<file path="config.mk">
export PLATFORM = sky130hd
export DESIGN_NAME = alu_pipe
export DESIGN_NICKNAME = d
export VERILOG_FILES = /design/src/rtl/alu_pipe.sv
export SDC_FILE = /design/constraint.sdc
export NUM_CORES = 1
export LEC_CHECK = 0
export CAP_MARGIN = 20
export CORE_MARGIN = 1.5
export CORE_UTILIZATION = 65
export DETAILED_ROUTE_END_ITERATION = 8
export GPL_TIMING_DRIVEN = 1
export HOLD_SLACK_MARGIN = 0.02
export PLACE_DENSITY = 0.87
export SYNTH_ARGS = -nofsm -noshare
export SYNTH_HDL_FRONTEND = slang
export SYNTH_SLANG_ARGS = --single-unit
</file>
<file path="constraint.sdc">
create_clock -name clk -period 8 [get_ports clk]
set_input_delay 1.2 -clock clk [delete_from_list [all_inputs] [get_ports clk]]
set_output_delay 1.2 -clock clk [all_outputs]
set_load 0.005 [all_outputs]
</file>
<file path="src/rtl/alu_pipe.sv">
// rtl/alu_pipe.sv - handshaked parametrised ALU with registered flags and iterative multiply
module alu_pipe #(
    parameter int A_W   = 8,
    parameter int W     = 10,
    parameter int SHIFT = 2
) (
    input  logic           clk,
    input  logic           rst_n,
    input  logic           in_valid,
    output logic           in_ready,
    input  logic [A_W-1:0] in1,
    input  logic [W-1:0]   in2,
    input  logic [2:0]     opcode,
    output logic           out_valid,
    input  logic           out_ready,
    output logic [W-1:0]   out1,
    output logic           flag_z,
    output logic           flag_c,
    output logic           flag_n,
    output logic           flag_v
);
    localparam int CW = $clog2(A_W + 1);
    localparam int PW = 2 * W;

    typedef enum logic {IDLE, MUL_BUSY} state_t;

    state_t          state, state_nxt;
    logic [CW-1:0]   cnt;
    logic [A_W-1:0]  mul_a;
    logic [PW-1:0]   mul_b;
    logic [PW-1:0]   acc;
    logic [PW-1:0]   acc_nxt;
    logic            accept, consume, is_mul, last_iter;
    logic [W-1:0]    a_ext;
    logic [W:0]      wide;
    logic [W-1:0]    res;
    logic            res_c, res_v;

    assign in_ready  = (state == IDLE) && (!out_valid || out_ready);
    assign accept    = in_valid && in_ready;
    assign consume   = out_valid && out_ready;
    assign is_mul    = (opcode == 3'b111);
    assign a_ext     = W'(in1);
    assign last_iter = (cnt == CW'(1));
    // Multiplier bits are consumed LSB first; b is pre-shifted to match.
    assign acc_nxt   = mul_a[0] ? acc + mul_b : acc;

    always_comb begin
        wide  = '0;
        res   = in2;
        res_c = 1'b0;
        res_v = 1'b0;
        case (opcode)
            3'b001: begin
                wide  = {1'b0, in2} + {1'b0, a_ext};
                res   = wide[W-1:0];
                res_c = wide[W];
                res_v = (a_ext[W-1] == in2[W-1]) && (res[W-1] != in2[W-1]);
            end
            3'b010: begin
                wide  = {1'b0, in2} - {1'b0, a_ext};
                res   = wide[W-1:0];
                res_c = wide[W];
                res_v = (a_ext[W-1] != in2[W-1]) && (res[W-1] != in2[W-1]);
            end
            3'b011: begin
                wide  = {1'b0, in2} + (W+1)'(1);
                res   = wide[W-1:0];
                res_c = wide[W];
                res_v = !in2[W-1] && res[W-1];
            end
            3'b100: begin
                res   = in2 >> SHIFT;
                res_c = |in2[SHIFT-1:0];
            end
            3'b101: res = in2 & a_ext;
            3'b110: res = in2 ^ a_ext;
            default: res = in2;
        endcase
    end

    always_comb begin
        state_nxt = state;
        case (state)
            IDLE:     if (accept && is_mul) state_nxt = MUL_BUSY;
            MUL_BUSY: if (last_iter)        state_nxt = IDLE;
        endcase
    end

    always_ff @(posedge clk or negedge rst_n) begin
        if (!rst_n) state <= IDLE;
        else        state <= state_nxt;
    end

    always_ff @(posedge clk or negedge rst_n) begin
        if (!rst_n) begin
            cnt       <= '0;
            mul_a     <= '0;
            mul_b     <= '0;
            acc       <= '0;
            out_valid <= 1'b0;
            out1      <= '0;
            flag_z    <= 1'b0;
            flag_c    <= 1'b0;
            flag_n    <= 1'b0;
            flag_v    <= 1'b0;
        end else if (state == IDLE) begin
            if (accept && is_mul) begin
                mul_a     <= in1;
                mul_b     <= PW'(in2);
                acc       <= '0;
                cnt       <= CW'(A_W);
                // Any previous result was consumed on this edge (accept implies it).
                out_valid <= 1'b0;
            end else if (accept) begin
                out1      <= res;
                flag_z    <= (res == '0);
                flag_c    <= res_c;
                flag_n    <= res[W-1];
                flag_v    <= res_v;
                out_valid <= 1'b1;
            end else if (consume) begin
                out_valid <= 1'b0;
            end
        end else begin
            acc   <= acc_nxt;
            mul_a <= mul_a >> 1;
            mul_b <= mul_b << 1;
            cnt   <= cnt - CW'(1);
            if (last_iter) begin
                out1      <= acc_nxt[W-1:0];
                flag_z    <= (acc_nxt[W-1:0] == '0);
                flag_c    <= |acc_nxt[PW-1:W];
                flag_n    <= acc_nxt[W-1];
                flag_v    <= 1'b0;
                out_valid <= 1'b1;
            end
        end
    end
endmodule

</file>
==> results of run 1 <==
-- power by group through the flow --
| stage | Clock, mW | Sequential [mW] | Combinational (mW) |
|---|---|---|---|
| 2_1_floorplan | 0 | 0.587 | 1.08 |
| 3_3_place_gp | 0 | 0.622 | 1.38 |
| 3_5_place_dp | 0 | 0.630 | 1.44 |
| 4_1_cts | 0.305 | 0.626 | 1.45 |
| 5_1_grt | 0.323 | 0.648 | 1.63 |
| 6_report | 0.306 | 0.630 | 1.49 |
-- flip-flops by register name, summed over array words and instances (netlist names) --
name / count
flag_z: 1
flag_v: 1
cnt: 4
out1: 10
out_valid: 1
mul_b: 20
acc: 20
flag_c: 1
mul_a: 8
state: 1
-- layout make-up --
type	count	share of cell area (%)
inverters	38	2.348
clock buffers	9	2.039
repair buffers	46	7.249
multi-input cells	537	57.29
clock inverters	7	1.318
flip-flops and latches	67	27.59
well taps	105	2.162
-- cell families (layout without fill, tap and decap cells) --
group | after synthesis | in the layout | share of synthesized area, %
flops | 67 | 67 | 30.72
mux | 21 | 21 | 4.906
compound gates | 218 | 218 | 25.22
simple gates | 229 | 229 | 19.07
fa+ha+maj | 45 | 45 | 10.73
xor+xnor | 24 | 24 | 3.852
buf+inv | 76 | 100 | 5.502
-- critical path, cell delays in order --
cell             delay (ns)
clkdlybuf4s50_1        0.66
ha_1                   0.45
nor2b_1                0.13
o21ai_0                0.10
a21oi_1                0.28
o21ai_0                0.20
a21bo_2                0.25
o21a_1                 0.17
ha_1                   0.26
nor2_1                 0.10
a21oi_1                0.06
a21oi_1                0.17
o311a_1                0.22
nand3_1                0.08
nor4_1                 0.34
nand4_1                0.15
o21ai_0                0.16
-- stage by stage --
| step | instances | instance area (um2) | setup slack (ns) |
|---|---|---|---|
| 5_1_grt | 809 | 6076 | 2.942 |
| 3_3_place_gp | 793 | 5872 | 3.284 |
| 2_1_floorplan | 680 | 5458 | 4.272 |
| 3_5_place_dp | 793 | 5872 | 3.024 |
| 4_1_cts | 809 | 6076 | 3.375 |
| 6_report | 809 | 6076 | 3.304 |
-- synth_stat cells, types with 5 or more instances --
cell	n
a211oi_1	9
a21o_1	7
a21oi_1	53
a31oi_1	9
and3_1	7
clkbuf_1	31
dfrtp_1	67
ha_1	42
inv_1	37
mux2_2	6
mux2i_1	11
nand2_1	84
nand2b_1	5
nand3_1	17
nand4_1	7
nor2_1	67
nor2b_1	7
nor3_1	15
nor4_1	5
o211ai_1	6
o21a_1	9
o21ai_0	53
o22ai_1	27
o31ai_1	6
xnor2_1	15
xor2_1	9
-- worst min-delay path by stage --
stage               startpoint       to  slack, ns  cells past startpoint
finish                 out1[4]  out1[4]       0.49                      2
global placement       out1[4]  out1[4]       0.46                      2
CTS                    out1[4]  out1[4]       0.50                      2
global route            flag_v   flag_v       0.52                      2
detailed placement     out1[4]  out1[4]       0.47                      2
floorplan              out1[4]  out1[4]       0.46                      2
-- routing by layer --
| metal | wire, um | share of wire [%] | vias up | track usage, % |
|---|---|---|---|---|
| li1 | - | - | 2497 | - |
| met1 | 6789 | 43 | 2561 | 54.79 |
| met2 | 7010 | 44 | 360 | 54.70 |
| met3 | 1758 | 11 | 34 | 7.810 |
| met4 | 286 | 1.8 | 0 | 12.19 |
| met5 | 0 | 0 | - | 0 |
==> run_results.csv, run 1 <==
group,metric,value,unit
run_status,status,"completed",
die,die-area,8955,um2
placement,dp_hpwl,11.24,mm
grt,overflow,0,
yosys,synth_edf_count,0,
timing,setup_violations,0,
setup_path,end_kind,"flip-flop",
cells_and_area,syn_to_final_growth,11.33,%
setup_path,worst-r2r-setup-slack,4.89,ns
route,viasPerCell,6.739,
yosys,yosys-top-cells-area,"dfrtp_1 (31%), ha_1 (9.6%), nand2_1 (5.8%)",
die,num_io_pins,41,
die,fp.dieW,94.63,um
timing,skew,0.01510,ns
yosys,yosysWarnings,0,
route,routedWlPerCell,19.59,um
grt,first_global_vias,5092,
cells_and_area,layout_common_cells,"nand2_1 (84), nor2_1 (67), dfrtp_1 (67), o21ai_0 (53), a21oi_1 (53)",
die,core_area,8175,um2
die,initial_core_util,66.76,%
grt,grt_max_degree,68,
setup_path,worstSetupPathType,"in -> reg",
power,internal_power,1.256,mW
cells_and_area,final_common_cell,"nand2_1",
cells_and_area,antenna_cells,0,
yosys,synth_fp_nets,750,
cells_and_area,final_nets,769,
cells_and_area,fillCellCount,611,
setup_path,worstPathArrival,4.97,ns
clock_network,cts_tree,"done",
setup_path,cp-endpoint,"flag_z",
yosys,syn_area_per_cell,8.026,um2
power,vdd_ir_drop_max,0.0004342,V
clock_network,htree_levels,3,
timing,hold_viol,0,
clock_network,clk_path_buf_depth,2,
yosys,synth-main-ff-cell,"dfrtp_1",
power,swShare,48.24,%
power,p_switching,1.171,mW
timing,rsz0062_at_grt,"false",
clock_network,post_cts_buffers,0,
yosys,synth_cell_types,66,
power,p_total,2.428,mW
clock_network,cts_buffers,9,
die,row_count,33,
setup_path,start_kind,"input port",
power,p_seq_share,26.0,%
clock_network,hold_buffers,0,
clock_network,cts_resized,0,
setup_path,reg2reg_from,"mul_b[0]",
clock_network,clock_sinks,67,
route,drcViolationCount,0,
timing,period_share,58.69,%
timing,relSlewSlack,35.05,%
route,drt_iter0_drc,653,
yosys,synth_seq_cells,67,
cells_and_area,seq_area,1677,um2
power,power_frac_clock,12.6,%
yosys,synth.largest_area_cell,"dfrtp_1",
grt,antenna_found_initial,0,
yosys,synth_top_area_share,30.72,%
setup_path,reg2reg_to,"flag_c",
timing,hold_slack,0.4946,ns
yosys,syn_inst,680,
cells_and_area,final_util,74.32,%
grt,grt_pass1_wl,25.83,mm
grt,grt_usage,37.38,%
setup_path,r2r_cells,12,
clock_network,cts-root-buf,"clkbuf_8",
timing,slew_viol_final,0,
power,combPwrFrac,61.4,%
cells_and_area,multiInputGateArea,3481,um2
setup_path,critPathMaxFanout,11,
route,drt_wl_total,15.85,mm
power,leakagePower,2.652,nW
yosys,async_flop_share,100.0,%
flow_run,maxCapViolations,0,
setup_path,crit_start,"in2[1]",
route,drtAntennaViolNets,0,
cells_and_area,drive_gt1_share,5.966,%
setup_path,worstPathRequired,8.27,ns
hold_path,min_path_type,"reg -> reg",
route,num_vias,5452,
timing,min_period,4.696,ns
route,drt_pre_antenna_iters,7,
timing,fmax,213.0,MHz
yosys,ys_seq_area_share,30.72,%
placement,gp_congestion,0.9526,
die,die_y,94.63,um
placement,portBuffers,40,
clock_network,worst_skew_pair.late_latency,0.36,ns
timing,final.setup.tns,0,ns
power,power_density,399.5,nW/um2
clock_network,path_clk_slew,0.09,ns
timing,max_slew.worst_pin.slew,0.9707,ns
yosys,synth_area,5458,um2
No activity file was read; power rests on OpenSTA's default activity.
==> run 2, diff against run 1 <==
--- a/config.mk
+++ b/config.mk
@@ -7,11 +7,11 @@
 export LEC_CHECK = 0
 export CAP_MARGIN = 20
 export CORE_MARGIN = 1.5
-export CORE_UTILIZATION = 65
+export CORE_UTILIZATION = 54
 export DETAILED_ROUTE_END_ITERATION = 8
 export GPL_TIMING_DRIVEN = 1
 export HOLD_SLACK_MARGIN = 0.02
-export PLACE_DENSITY = 0.87
+export PLACE_DENSITY = 0.77
 export SYNTH_ARGS = -nofsm -noshare
 export SYNTH_HDL_FRONTEND = slang
 export SYNTH_SLANG_ARGS = --single-unit
==> constraint.sdc (replaced) <==
create_clock -name clk -period 4.1 [get_ports clk]
set_input_delay 0.615 -clock clk [delete_from_list [all_inputs] [get_ports clk]]
set_output_delay 0.615 -clock clk [all_outputs]
set_load 0.005 [all_outputs]
==> run_results.csv, run 2 (synthesis gave the netlist of run 1 again) <==
group,metric,value,unit
clock_network,post_cts_buffers,0,
die,fp.dieW,103.5,um
cells_and_area,top_regs,"acc: 20 flops, mul_b: 20 flops, out1: 10 flops",
cells_and_area,antenna_cells,0,
flow_run,maxCapViolations,0,
setup_path,cp_top_family,"compound AO/OA/AOI/OAI gates",
clock_network,cts_resized,0,
grt,first_global_vias,5111,
cells_and_area,syn_to_final_growth,13.55,%
cells_and_area,final_util,63.40,%
hold_path,min_path_type,"in -> async",
clock_network,worst_skew_pair.late_latency,0.37,ns
grt,antenna_found_initial,0,
setup_path,worstPathArrival,3.96,ns
power,p_switching,2.172,mW
timing,rsz0062_at_grt,"false",
setup_path,path_cells,"clkdlybuf4s50_1 -> inv_1 -> ha_1 -> nor2b_1 -> o21ai_0 -> a21oi_1 -> o21ai_0 -> a21bo_2 -> o21a_1 -> ha_1 -> nor2_1 -> a21oi_1 -> a21oi_1 -> o311a_1 -> nand3_1 -> nor4_1 -> nand4_1 -> o21ai_0",
cells_and_area,layout_common_cells,"nand2_1 (84), nor2_1 (67), dfrtp_1 (67), o21ai_0 (53), a21oi_1 (53)",
timing,period_share,89.41,%
power,internal_power,2.395,mW
grt,grt_usage,30.69,%
die,die_y,103.5,um
timing,slew_viol_final,0,
timing,min_period,3.666,ns
grt,grt_max_degree,55,
grt,overflow,0,
placement,place_ws,0.08151,ns
power,combPwrFrac,62.3,%
power,leakagePower,2.714,nW
clock_network,clk_path_buf_depth,2,
route,drcViolationCount,0,
clock_network,cts_tree,"done",
cells_and_area,final_nets,785,
placement,gp_congestion,0.9409,
setup_path,slowest_stage,"clkdlybuf4s50_1",
setup_path,path_buf_inv,2,
power,power_density,736.8,nW/um2
route,drtAntennaViolNets,0,
clock_network,cts-root-buf,"clkbuf_8",
power,p_total,4.566,mW
run_status,status,"completed",
placement,dp.cells,837,
clock_network,clock_sinks,67,
power,p_seq_share,26.8,%
route,viasPerCell,6.174,
setup_path,worstSetupPathType,"in -> reg",
timing,final.setup.tns,0,ns
timing,max_slew.worst_pin.slew,0.9667,ns
clock_network,htree_levels,3,
grt,grt_use_met1,44.27,%
clock_network,hold_buffers,0,
timing,setup_violations,0,
clock_network,path_clk_slew,0.07,ns
grt,busiest_layer,"met2",
timing,skew,0.01047,ns
route,drt_pre_antenna_iters,6,
placement,portBuffers,40,
timing,hold_viol,0,
timing,fmax,272.8,MHz
grt,use_met2,47.67,%
route,drt_iter0_drc,405,
cells_and_area,drive_gt1_share,7.917,%
power,swShare,47.56,%
die,initial_core_util,55.84,%
grt,grt_pass1_wl,26.45,mm
route,num_vias,5266,
route,drt_wl_total,15.72,mm
power,vdd_ir_drop_max,0.0005835,V
setup_path,critPathMaxFanout,3,
grt,grtUsageMet3,5.790,%
placement,dp_hpwl,11.58,mm
clock_network,cts_buffers,9,
die,row_count,36,
setup_path,worstPathRequired,4.40,ns
die,core_area,9774,um2
die,num_io_pins,41,
placement,placed_area,6027,um2
route,routedWlPerCell,18.43,um
timing,setup_slack,0.4344,ns
cells_and_area,final_common_cell,"nand2_1",
timing,hold_slack,0.2611,ns
cells_and_area,final_cell_area,6197,um2
power,power_frac_clock,10.9,%
setup_path,max_stage_delay,0.48,ns
setup_path,start_kind,"input port",
timing,relSlewSlack,35.55,%
cells_and_area,instances_no_fill,853,
die,die-area,10720,um2
setup_path,end_kind,"flip-flop",
cells_and_area,fillCellCount,879,
run 2: final timing paths:
check                            to  cells past startpoint  slack (ns)      from
min                        mul_a[6]                      1        0.26     rst_n
min reg2reg                  flag_v                      2        0.50    flag_v
max in group asynchronous  mul_b[3]                      2        2.85     rst_n
min in group clk             flag_v                      2        0.50    flag_v
max                          flag_z                     18        0.43    in1[1]
max reg2reg                  flag_c                     10        0.90  mul_b[1]
run 2: per-layer routing:
metal,vias up,part of all wire (%)
li1,2530,-
met3,18,6.9
met4,0,1.0
met1,2537,46
met5,-,0
met2,181,46
run 2: worst reg2reg max path, delay by kind of cell (launching register included):
family / cells / cell delay (ns)
compound gates: 6 / 1.49
simple gates: 3 / 0.88
flops: 1 / 0.41
fa+ha+maj: 1 / 0.32
run 2: area by class of cell:
type | instances | area [um2] | share of cell area, %
clock buffers | 10 | 127.6 | 2.059
clock inverters | 6 | 42.54 | 0.6865
inverters | 38 | 142.6 | 2.302
multi-input cells | 537 | 3481 | 56.17
flip-flops and latches | 67 | 1677 | 27.05
well taps | 133 | 166.4 | 2.685
repair buffers | 62 | 560.5 | 9.045
run 2: power by group through the flow:
| stage | clock network, mW | logic [mW] | registers [mW] |
|---|---|---|---|
| 6_report | 0.495 | 2.85 | 1.22 |
| 5_1_grt | 0.529 | 3.16 | 1.26 |
| 4_1_cts | 0.501 | 2.81 | 1.22 |
| 3_5_place_dp | 0 | 2.79 | 1.22 |
| 3_3_place_gp | 0 | 2.70 | 1.22 |
| 2_1_floorplan | 0 | 2.11 | 1.14 |
==> variant (config.mk and constraints of run 2) <==
Remove the case item `3'b100` of the case on `opcode`.
--- a/src/rtl/alu_pipe.sv
+++ b/src/rtl/alu_pipe.sv
@@ -71,6 +71,2 @@
             end
-            3'b100: begin
-                res   = in2 >> SHIFT;
-                res_c = |in2[SHIFT-1:0];
-            end
             3'b101: res = in2 & a_ext;
Formal check against the unedited RTL: not equivalent (a bounded check fails within 4 cycles, from zero or initial values and one cycle with rst_n low).
==> variant against run 2 <==
Sequential cell count is the same; die area rose by 4.4%; cell area is 4.2% higher; synthesized area increased by 4.6%; wire length increased by 2.0%; worst setup slack better by 0.062 ns; total power up 4.0%; highest routed layer unchanged.
==> variant: results (changes against run 2) <==
| Metric | Value |
|---|---|
| Dpl ws | 0.186 ns (was 0.0815 ns) |
| CP peak stage delay | 0.52 ns (was 0.48 ns) |
| Hold WS | 0.382 ns (was 0.261 ns) |
| Commonest cells post-synth | nand2_1 (93), dfrtp_1 (67), o21ai_0 (63) (was nand2_1 (84), dfrtp_1 (67), nor2_1 (67)) |
| Leakage | 0.00280 µW (was 0.00271 µW) |
| Metal-1 WL | 7390 µm (was 7290 µm) |
| Post-Synth XOR/XNOR Area | 1.84% (was 3.85%) |
| Total CTS buffers | 9 (unchanged) |
| HPWL after DPL | 12000 µm (was 11600 µm) |
| DR vias | 5549 (was 5266) |
| Crit. Startpoint | in1[3] (was in1[1]) |
| Met2 usage | 46.5% (was 47.7%) |
| Reg2Reg Depth | 11 (was 10) |
| Detailed Routing Iterations Pass 1 | 8 (was 6) |
| DRT iter0 DRCs | 448 (was 405) |
| Slew headroom | 39.2% (was 35.6%) |
| GR Util met1 | 41.9% (was 44.3%) |
| Top Family by Delay on Critical Path | compound AO/OA/AOI/OAI gates (unchanged) |
| Post-synthesis compound-gate area fraction | 27.4% (was 25.2%) |
| Antenna cells | 0 (unchanged) |
| Fmax | 277 MHz (was 273 MHz) |
| First-pass GRT wire length | 26500 µm (was 26400 µm) |
| Adder-Cell Fraction of Synth Area | 10.3% (was 10.7%) |
| Power per cell area | 736 nW/µm² (was 737 nW/µm²) |
| Routed len/inst | 18.3 µm (was 18.4 µm) |
| Status | finished clean (unchanged) |
| GRT Total Usage | 29.8% (was 30.7%) |
| Register area share after synthesis | 29.4% (was 30.7%) |
| Met3 wire len | 1040 µm (was 1090 µm) |
| Syn Area/Cell | 8.09 µm² (was 8.03 µm²) |
| Placed instance count | 859 (was 837) |
| Worst r2r src | mul_b[0] (was mul_b[1]) |
| Synth area leaders | dfrtp_1 (29%), ha_1 (9.2%), nand2_1 (6.1%) (was dfrtp_1 (31%), ha_1 (9.6%), nand2_1 (5.8%)) |
| Share of layout cells above drive strength 1 | 9.07% (was 7.92%) |
| Largest net degree at the start of global routing | 43 (was 55) |
| Fillers | 931 (was 879) |
| Setup Skew | 0.00697 ns (was 0.0105 ns) |
| R2R setup slack | 1.12 ns (was 0.90 ns) |
| Final nets | 804 (was 785) |
| VDD IR-drop max | 0.423 mV (was 0.584 mV) |
| Mux share of post-synthesis cell area | 4.08% (was 4.91%) |
| Placed cell areas | 6220 µm² (was 6030 µm²) |
| M3 GR Usage | 5.57% (was 5.79%) |
| Placer Congestion | 0.927 (was 0.941) |
| Final wirelength | 16000 µm (was 15700 µm) |
| Worst Path Arrival | 3.90 ns (was 3.96 ns) |
| WL met2 | 7360 µm (was 7180 µm) |
| Mapped Nets | 775 (was 750) |
| Vias in the first global route | 5396 (was 5111) |
-- variant: changes by cell type after synthesis, sizes merged, moves of 6 or more --
cell    delta
nor2b     +11
xnor2      -8
nand2      +9
buf        +6
o21ai     +17
nor3       -9
a21oi     -12
nor2       -8
nand2b     +7
clkbuf     -6
-- variant: final cells by class --
class | count | share of cell area, %
Sequential cell | 67 | 26.0
Multi-Input combinational cell | 566 | 57.7
Clock buffer | 9 | 1.92
Inverter | 34 | 1.98
Timing Repair Buffer | 56 | 7.98
Clock inverter | 7 | 1.80
Tap cell | 136 | 2.64
-- variant: logic make-up (layout without fill, tap and decap cells) --
group / after synthesis / after routing
adder cells (fa/ha/maj): 45 / 45
buffers and inverters: 72 / 106
AND/OR/NAND/NOR: 255 / 255
multiplexers: 22 / 22
AO/OA/AOI/OAI: 232 / 232
XOR/XNOR: 12 / 12
flip-flops: 67 / 67
-- variant: power breakdown --
group,switching [µW],internal [µW]
Sequential,283,951
Clock,273,403
Combinational,1620,1220
Total,2180,2570
